## config.mk

```make
export PLATFORM = sky130hd
export DESIGN_NAME = timing_gen_mc_flat
export DESIGN_NICKNAME = d
export VERILOG_FILES = /design/src/rtl/timing_gen_mc_if.sv /design/src/rtl/timing_gen_mc.sv /design/src/flat_wrapper.sv
export SDC_FILE = /design/constraint.sdc
export NUM_CORES = 1
export LEC_CHECK = 0
export BUFFER_PORTS_ARGS = -buffer_cell sky130_fd_sc_hd__buf_2
export CORE_AREA = 3 3 140 142
export DETAILED_ROUTE_END_ITERATION = 8
export DIE_AREA = 0 0 143 145
export GPL_TIMING_DRIVEN = 0
export SLEW_MARGIN = 20
export SYNTH_ARGS = -nofsm -noshare
export SYNTH_HDL_FRONTEND = slang
export SYNTH_SLANG_ARGS = --single-unit
```

## constraint.sdc

```tcl
create_clock -name clk -period 5.5 [get_ports clk]
set_clock_uncertainty 0.1 [all_clocks]
set_input_delay 1.1 -clock clk [delete_from_list [all_inputs] [get_ports clk]]
set_output_delay 1.1 -clock clk [all_outputs]
set_load 0.005 [all_outputs]
```

## src/rtl/timing_gen_mc_if.sv

```systemverilog
// timing_gen_mc_if: bundles the control, configuration and status signals of
// timing_gen_mc.
//   master : drives start/stop/mode/period/delay/width, observes status.
//   slave  : the timing generator itself.
// Handshake: start is a level sampled every cycle but acted on only while
// idle. Acceptance is visible as busy rising in the next cycle. Rejection is
// visible as a one-cycle cfg_err. Completion is a one-cycle done pulse.
// stop is a sticky request, honoured only at a frame boundary.
// state_dbg mirrors the FSM state (1 = RUN) for observation.
interface timing_gen_mc_if #(
  parameter int NCH = 4,
  parameter int CW  = 8
);
  logic               start;
  logic               stop;
  logic               mode;
  logic [CW-1:0]      period;
  logic [NCH*CW-1:0]  delay;
  logic [NCH*CW-1:0]  width;
  logic [NCH-1:0]     ch_out;
  logic               busy;
  logic               done;
  logic               frame_start;
  logic [CW-1:0]      frame_cnt;
  logic               cfg_err;
  logic               state_dbg;

  modport master (
    output start, stop, mode, period, delay, width,
    input  ch_out, busy, done, frame_start, frame_cnt, cfg_err, state_dbg
  );

  modport slave (
    input  start, stop, mode, period, delay, width,
    output ch_out, busy, done, frame_start, frame_cnt, cfg_err, state_dbg
  );
endinterface

```

## src/rtl/timing_gen_mc.sv

```systemverilog
// timing_gen_mc: multi-channel timing generator.
// Produces NCH pulse windows inside a programmable frame. The generator runs
// one frame (one-shot) or repeats frames until a stop request (periodic).
// The configuration is captured into shadow registers when start is accepted.
// Ports:
//   clk  - clock, rising edge
//   rst  - asynchronous active-high reset
//   bus  - timing_gen_mc_if.slave:
//            inputs  start, stop, mode, period, delay, width
//            outputs ch_out, busy, done, frame_start, frame_cnt, cfg_err,
//                    state_dbg
module timing_gen_mc #(
  parameter int NCH = 4,
  parameter int CW  = 8
) (
  input  logic            clk,
  input  logic            rst,
  timing_gen_mc_if.slave  bus
);

  typedef enum logic [0:0] {
    ST_IDLE = 1'b0,
    ST_RUN  = 1'b1
  } state_t;

  state_t             state_q, state_d;
  logic               mode_s_q, mode_s_d;
  logic [CW-1:0]      period_s_q, period_s_d;
  logic [NCH*CW-1:0]  delay_s_q, delay_s_d;
  logic [NCH*CW-1:0]  width_s_q, width_s_d;
  logic               stop_pending_q, stop_pending_d;
  logic [CW-1:0]      cnt_q, cnt_d;
  logic [NCH-1:0]     ch_out_q, ch_out_d;
  logic               frame_start_q, frame_start_d;
  logic               done_q, done_d;
  logic               cfg_err_q, cfg_err_d;

  logic               last_cnt;
  logic               stop_seen;
  logic [CW:0]        win_end;

  // FSM and counter next-state.
  always_comb begin
    state_d        = state_q;
    mode_s_d       = mode_s_q;
    period_s_d     = period_s_q;
    delay_s_d      = delay_s_q;
    width_s_d      = width_s_q;
    stop_pending_d = stop_pending_q;
    cnt_d          = cnt_q;
    done_d         = 1'b0;
    cfg_err_d      = 1'b0;

    last_cnt  = (cnt_q == (period_s_q - CW'(1)));
    // A stop arriving in the last cycle of a frame still ends that frame.
    stop_seen = stop_pending_q | bus.stop;

    unique case (state_q)
      ST_IDLE: begin
        if (bus.start) begin
          if (bus.period != '0) begin
            state_d        = ST_RUN;
            mode_s_d       = bus.mode;
            period_s_d     = bus.period;
            delay_s_d      = bus.delay;
            width_s_d      = bus.width;
            stop_pending_d = 1'b0;
            cnt_d          = '0;
          end else begin
            cfg_err_d = 1'b1;
          end
        end
      end
      ST_RUN: begin
        if (!last_cnt) begin
          cnt_d          = cnt_q + CW'(1);
          stop_pending_d = stop_seen;
        end else if (mode_s_q && !stop_seen) begin
          cnt_d = '0;
        end else begin
          state_d        = ST_IDLE;
          cnt_d          = '0;
          stop_pending_d = 1'b0;
          done_d         = 1'b1;
        end
      end
      default: state_d = ST_IDLE;
    endcase
  end

  // Channel windows are decoded from the next-cycle count and shadow values,
  // so the registered ch_out lines up with the registered frame_cnt.
  // The window end uses CW+1 bits so delay+width cannot wrap; truncation at
  // the frame end falls out naturally because the count never reaches period.
  always_comb begin
    ch_out_d = '0;
    win_end  = '0;
    for (int i = 0; i < NCH; i++) begin
      win_end = {1'b0, delay_s_d[i*CW +: CW]} + {1'b0, width_s_d[i*CW +: CW]};
      if ((state_d == ST_RUN) &&
          (cnt_d >= delay_s_d[i*CW +: CW]) &&
          ({1'b0, cnt_d} < win_end)) begin
        ch_out_d[i] = 1'b1;
      end
    end
    frame_start_d = (state_d == ST_RUN) && (cnt_d == '0);
  end

  always_ff @(posedge clk or posedge rst) begin
    if (rst) begin
      state_q        <= ST_IDLE;
      mode_s_q       <= 1'b0;
      period_s_q     <= '0;
      delay_s_q      <= '0;
      width_s_q      <= '0;
      stop_pending_q <= 1'b0;
      cnt_q          <= '0;
      ch_out_q       <= '0;
      frame_start_q  <= 1'b0;
      done_q         <= 1'b0;
      cfg_err_q      <= 1'b0;
    end else begin
      state_q        <= state_d;
      mode_s_q       <= mode_s_d;
      period_s_q     <= period_s_d;
      delay_s_q      <= delay_s_d;
      width_s_q      <= width_s_d;
      stop_pending_q <= stop_pending_d;
      cnt_q          <= cnt_d;
      ch_out_q       <= ch_out_d;
      frame_start_q  <= frame_start_d;
      done_q         <= done_d;
      cfg_err_q      <= cfg_err_d;
    end
  end

  assign bus.ch_out      = ch_out_q;
  assign bus.busy        = (state_q == ST_RUN);
  assign bus.done        = done_q;
  assign bus.frame_start = frame_start_q;
  assign bus.frame_cnt   = cnt_q;
  assign bus.cfg_err     = cfg_err_q;
  assign bus.state_dbg   = (state_q == ST_RUN);

endmodule

```

## src/flat_wrapper.sv

```systemverilog
// flat-port wrapper written by rule: the top's interface ports become plain ports
module timing_gen_mc_flat 
#(
  parameter int NCH = 4,
  parameter int CW  = 8
)
  (clk, rst, bus_start, bus_stop, bus_mode, bus_period, bus_delay, bus_width, bus_ch_out, bus_busy, bus_done, bus_frame_start, bus_frame_cnt, bus_cfg_err, bus_state_dbg);
  timing_gen_mc_if #(.NCH(NCH), .CW(CW)) bus_i ();
  input  logic clk;
  input  logic rst;
  input wire logic [$bits(bus_i.start)-1:0] bus_start;
  input wire logic [$bits(bus_i.stop)-1:0] bus_stop;
  input wire logic [$bits(bus_i.mode)-1:0] bus_mode;
  input wire logic [$bits(bus_i.period)-1:0] bus_period;
  input wire logic [$bits(bus_i.delay)-1:0] bus_delay;
  input wire logic [$bits(bus_i.width)-1:0] bus_width;
  output wire logic [$bits(bus_i.ch_out)-1:0] bus_ch_out;
  output wire logic [$bits(bus_i.busy)-1:0] bus_busy;
  output wire logic [$bits(bus_i.done)-1:0] bus_done;
  output wire logic [$bits(bus_i.frame_start)-1:0] bus_frame_start;
  output wire logic [$bits(bus_i.frame_cnt)-1:0] bus_frame_cnt;
  output wire logic [$bits(bus_i.cfg_err)-1:0] bus_cfg_err;
  output wire logic [$bits(bus_i.state_dbg)-1:0] bus_state_dbg;
  assign bus_i.start = bus_start;
  assign bus_i.stop = bus_stop;
  assign bus_i.mode = bus_mode;
  assign bus_i.period = bus_period;
  assign bus_i.delay = bus_delay;
  assign bus_i.width = bus_width;
  assign bus_ch_out = bus_i.ch_out;
  assign bus_busy = bus_i.busy;
  assign bus_done = bus_i.done;
  assign bus_frame_start = bus_i.frame_start;
  assign bus_frame_cnt = bus_i.frame_cnt;
  assign bus_cfg_err = bus_i.cfg_err;
  assign bus_state_dbg = bus_i.state_dbg;
  timing_gen_mc #(.NCH(NCH), .CW(CW)) u_core (.clk(clk), .rst(rst), .bus(bus_i));
endmodule
```

==> impl.org <==
** Global routing
- The via count of the first global-routing pass was 5441.
- The number of antenna violations at the first check in global routing was 0.
- Met2 usage :: 0.286
- For met3 alone, demand over resource in global routing was 0.0363.
- Entering global routing, the biggest net connects 50 pins.
- Met1 layer usage reported by global route :: 0.247
- The first global-routing pass estimated 28800 um of wire.
- Tot GR Track Use :: 0.178
- Most utilized layer in the global route result :: met2
- Total global routing overflow :: 0

** Die
- In this run the horizontal extent of the chip is 143 um.
- Area of the placeable core :: 0.0186 mm2
- Die span in y :: 145 um
- For this configuration, the core starts out at a cell density of 0.343.
- FP Rows :: 50
- During I/O placement, the number of pins put on the boundary was 94.
- The die covers 0.0207 mm2.

** Logic synthesis
- Summing every instance area after synthesis gives 0.00638 mm2.
- Counting flops with a built-in enable in the synthesized netlist gives 0.
- Count of different cell masters after synthesis :: 77
- The cell count after synthesis came out at 705.
- In the synthesized netlist the async set-or-reset flop fraction comes to 1.00.
- Ys flop type :: dfrtp_1
- Number of synthesized register bits :: 90
- The number of nets in the synthesized netlist is 865.
- Post-synthesis area per instance :: 9.05 um2
- The share of the Yosys chip area taken by registers is 0.353.
- For this run, the number of Yosys warnings is 0.

** Critical path
- At the worst endpoint, the arrival time is 5.48 ns.
- Crit path max fanout :: 6
- Tracing the worst setup path back leads to its startpoint at bus_period[1].
- R2r startpoint :: u_core.bus.busy
- Sort of element at the start of the critical path :: input port
- Nature of the critical path endpoint :: flop
- CP required :: 5.68 ns
- The critical path is of the in2reg type.

** Detailed routing
- Post-DR vias/cell :: 5.09
- In the final routed layout, each cell accounts on average for 17.2 um.
- Vias after detailed routing :: 5357
- First drt pass iteration count :: 5
- Initial detailed-routing violation count :: 291
- Wires add up to 18100 um.
- In the routed design, unresolved DRC markers number 0.
- Remaining antenna violation count :: 0

** Clocking
- Clock root buffer :: clkbuf_16
- The clock tree synthesis step divided the H-tree into 3 levels.
- Clock net sink count :: 90
- Worst-path clk slew :: 0.06 ns
- The later pin in the worst-skew pair is clocked with a latency of 0.35 ns.
- TritonCTS built the clock tree.
- Inserted Clock Buffers :: 9
- Number of buffers between clock root and the deepest sink :: 2

** Cells and area
- Summing all flip-flop and latch instances after layout gives 0.00225 mm2.
- Of the cells placed in the final design, the portion with a size suffix greater than 1 is 0.205.
- Summing all multi-input logic gate instances after layout gives 0.00393 mm2.
- Area growth, synth to finish :: 19.9%
- After the last flow step, the layout net total stands at 975.
- Final design area excluding fillers :: 0.00765 mm2
- Number of filler cells placed in the layout :: 1890
- Number of inserted diodes :: 0
- Post-route non-filler standard cell count :: 1053

** Run
- Across the run, the number of max-cap violations was 0.

** Power
- Total power consumption of the routed design :: 0.00575 W
- Dividing total power by cell area gives a power density of 752 mW/mm2.
- In this run the static leakage power is 4.01 nW.
- IR analysis of the VDD net gives a maximum drop of 0.281 mV.

** Timing
- Across all hold checks on the routed design, the worst slack comes to 0.381 ns.
- For the pin with the worst max-slew slack, the measured transition is 0.995 ns.
- Of the available clock period, the critical path in the final layout requires 0.964.
- Setup violations remaining at the end of the flow were counted as 0.
- Highest clock frequency the design can meet :: 189 MHz
- Max Slew Vio Count :: 0
- The hold violation count in the final report came to 0.
- Counting I/O delays and the setup requirement, the final critical path takes 5.30 ns.
- Measured against its own limit, the worst slew margin works out to 0.330.
- After layout, the worst setup slack is 0.197 ns.

** Hold path
- Class of the worst hold path :: reg2reg
- Hold path startpoint :: u_core.width_s_q[13]

** Placement
- Post-placement worst setup slack :: -1.08 ns
- After detailed placement, the total cell area comes to 0.00722 mm2.
- IO buf count :: 93
- Counting tap cells, the placed design contains a total of 1036 instances.
- HPWL after detailed placement :: 14000 um
- RD Place Congestion :: 0.884

** Run status
- Outcome :: completed
==> cell usage after synthesis, drive strengths merged (3+ instances only) <==
| library cell | instances | area share |
|---|---|---|
| a311oi | 5 | 0.0096 |
| a2111oi | 5 | 0.0071 |
| inv | 62 | 0.036 |
| nor2b | 10 | 0.0098 |
| maj3 | 7 | 0.011 |
| nand2b | 8 | 0.0078 |
| o211ai | 3 | 0.0035 |
| xnor2 | 22 | 0.030 |
| dfrtp | 90 | 0.35 |
| nand4 | 4 | 0.0039 |
| ha | 79 | 0.15 |
| nor3 | 3 | 0.0024 |
| or3 | 3 | 0.0029 |
| a21oi | 28 | 0.023 |
| fa | 4 | 0.013 |
| a31oi | 4 | 0.0039 |
| xor2 | 12 | 0.016 |
| o21a | 3 | 0.0035 |
| and3 | 5 | 0.0049 |
| or4 | 5 | 0.0071 |
| a31o | 3 | 0.0055 |
| nor2 | 17 | 0.010 |
| nor4 | 6 | 0.0069 |
| nand3 | 10 | 0.0098 |
| nor3b | 4 | 0.0047 |
| and2 | 3 | 0.0029 |
| o31ai | 5 | 0.0059 |
| nand2 | 168 | 0.099 |
| a21boi | 4 | 0.0047 |
| o21ai | 31 | 0.025 |
| clkbuf | 10 | 0.0059 |
| buf | 9 | 0.0067 |
| a21o | 14 | 0.016 |
| mux2i | 18 | 0.028 |
| a211oi | 3 | 0.0043 |
| mux2 | 4 | 0.0071 |
==> stage by stage <==
step                utilization  TNS [ns]
detailed placement        0.388     -3.87
CTS                       0.409         0
global placement          0.385     -5.12
finish                    0.412         0
floorplan                     -         0
global route              0.412  -0.00170
==> state kept, by name, summed over array words and instances (netlist names) <==
name / cells
u_core.delay_s_q: 32
u_core.width_s_q: 32
u_core.bus.frame_cnt: 8
u_core.period_s_q: 8
u_core.bus.ch_out: 4
u_core.bus.busy: 1
u_core.bus.cfg_err: 1
u_core.bus.done: 1
u_core.bus.frame_start: 1
u_core.mode_s_q: 1
u_core.stop_pending_q: 1
==> kinds of logic after synthesis <==
| group | Yosys count | share of synthesized area |
|---|---|---|
| and+or+nand+nor | 255 | 0.186 |
| buffers and inverters | 81 | 0.0490 |
| adders and majority gates | 90 | 0.179 |
| xor gates and xnor gates | 35 | 0.0502 |
| AOI/OAI and AO/OA | 132 | 0.148 |
| muxes | 22 | 0.0353 |
| DFF | 90 | 0.353 |
==> layout make-up <==
type	instances	share of cell area
plain buffers	19	0.0178
clock buffers	12	0.0335
clock inverters	3	0.00196
inverters	62	0.0311
multi-input cells	534	0.514
flip-flops and latches	90	0.294
well taps	234	0.0383
repair buffers	99	0.0693
==> cells in the final DEF, fill, tap and decap left out, types with 5 or more instances in the layout <==
master / Yosys / final
nand2_1: 168 / 167
buf_2: 4 / 97
dfrtp_1: 90 / 90
ha_1: 79 / 79
inv_1: 62 / 61
o21ai_0: 30 / 28
a21oi_1: 27 / 24
xnor2_1: 22 / 22
nor2_1: 17 / 17
mux2i_1: 18 / 16
a21o_1: 14 / 14
xor2_1: 12 / 12
nor2b_1: 10 / 10
nand3_1: 9 / 9
clkbuf_16: 0 / 9
nand2b_1: 8 / 8
buf_4: 1 / 8
maj3_1: 6 / 6
clkbuf_1: 10 / 5
and3_1: 5 / 5
==> what timing repair did <==
item	4_1_cts	5_1_grt
buffers inserted	2	0
endpoints found under the hold margin	0	0
endpoints found under the setup margin	4	4
pin swaps	2	1
hold buffers	0	0
resized for setup	23	24
==> worst paths after layout <==
path | end | slack [ns] | cells past startpoint
hold reg to reg | u_core.width_s_q[13] | 0.38 | 2
setup reg to reg | u_core.bus.ch_out[3] | 0.57 | 24
hold / removal | u_core.width_s_q[13] | 0.38 | 2
max in group asynchronous | u_core.delay_s_q[28] | 4.06 | 3
setup / recovery | u_core.bus.ch_out[1] | 0.20 | 19
min in group asynchronous | u_core.bus.frame_cnt[6] | 0.65 | 2
==> power by group <==
| group | total, W | internal [W] | switching [W] |
|---|---|---|---|
| Clock | 0.000586 | 0.000326 | 0.000259 |
| Combinational | 0.00404 | 0.00177 | 0.00227 |
| Sequential | 0.00113 | 0.000968 | 0.000158 |
==> critical path: stages <==
cell,delay (ns)
buf_2,0.13
or4_4,0.57
o21ai_4,0.20
buf_4,0.22
mux2i_2,0.30
inv_1,0.09
ha_1,0.24
fa_1,0.42
maj3_1,0.36
nand2_1,0.07
o31ai_1,0.06
a21o_1,0.21
a31oi_2,0.25
xor2_1,0.21
ha_1,0.28
a211oi_2,0.24
o211ai_1,0.12
a31oi_1,0.19
o211a_1,0.20
==> routing by layer <==
| metal | vias to the layer above | share of wire |
|---|---|---|
| li1 | 2659 | - |
| met1 | 2574 | 0.47 |
| met2 | 107 | 0.47 |
| met3 | 17 | 0.048 |
| met4 | 0 | 0.015 |
| met5 | - | 0 |
Power figures use the tool's default switching activity.
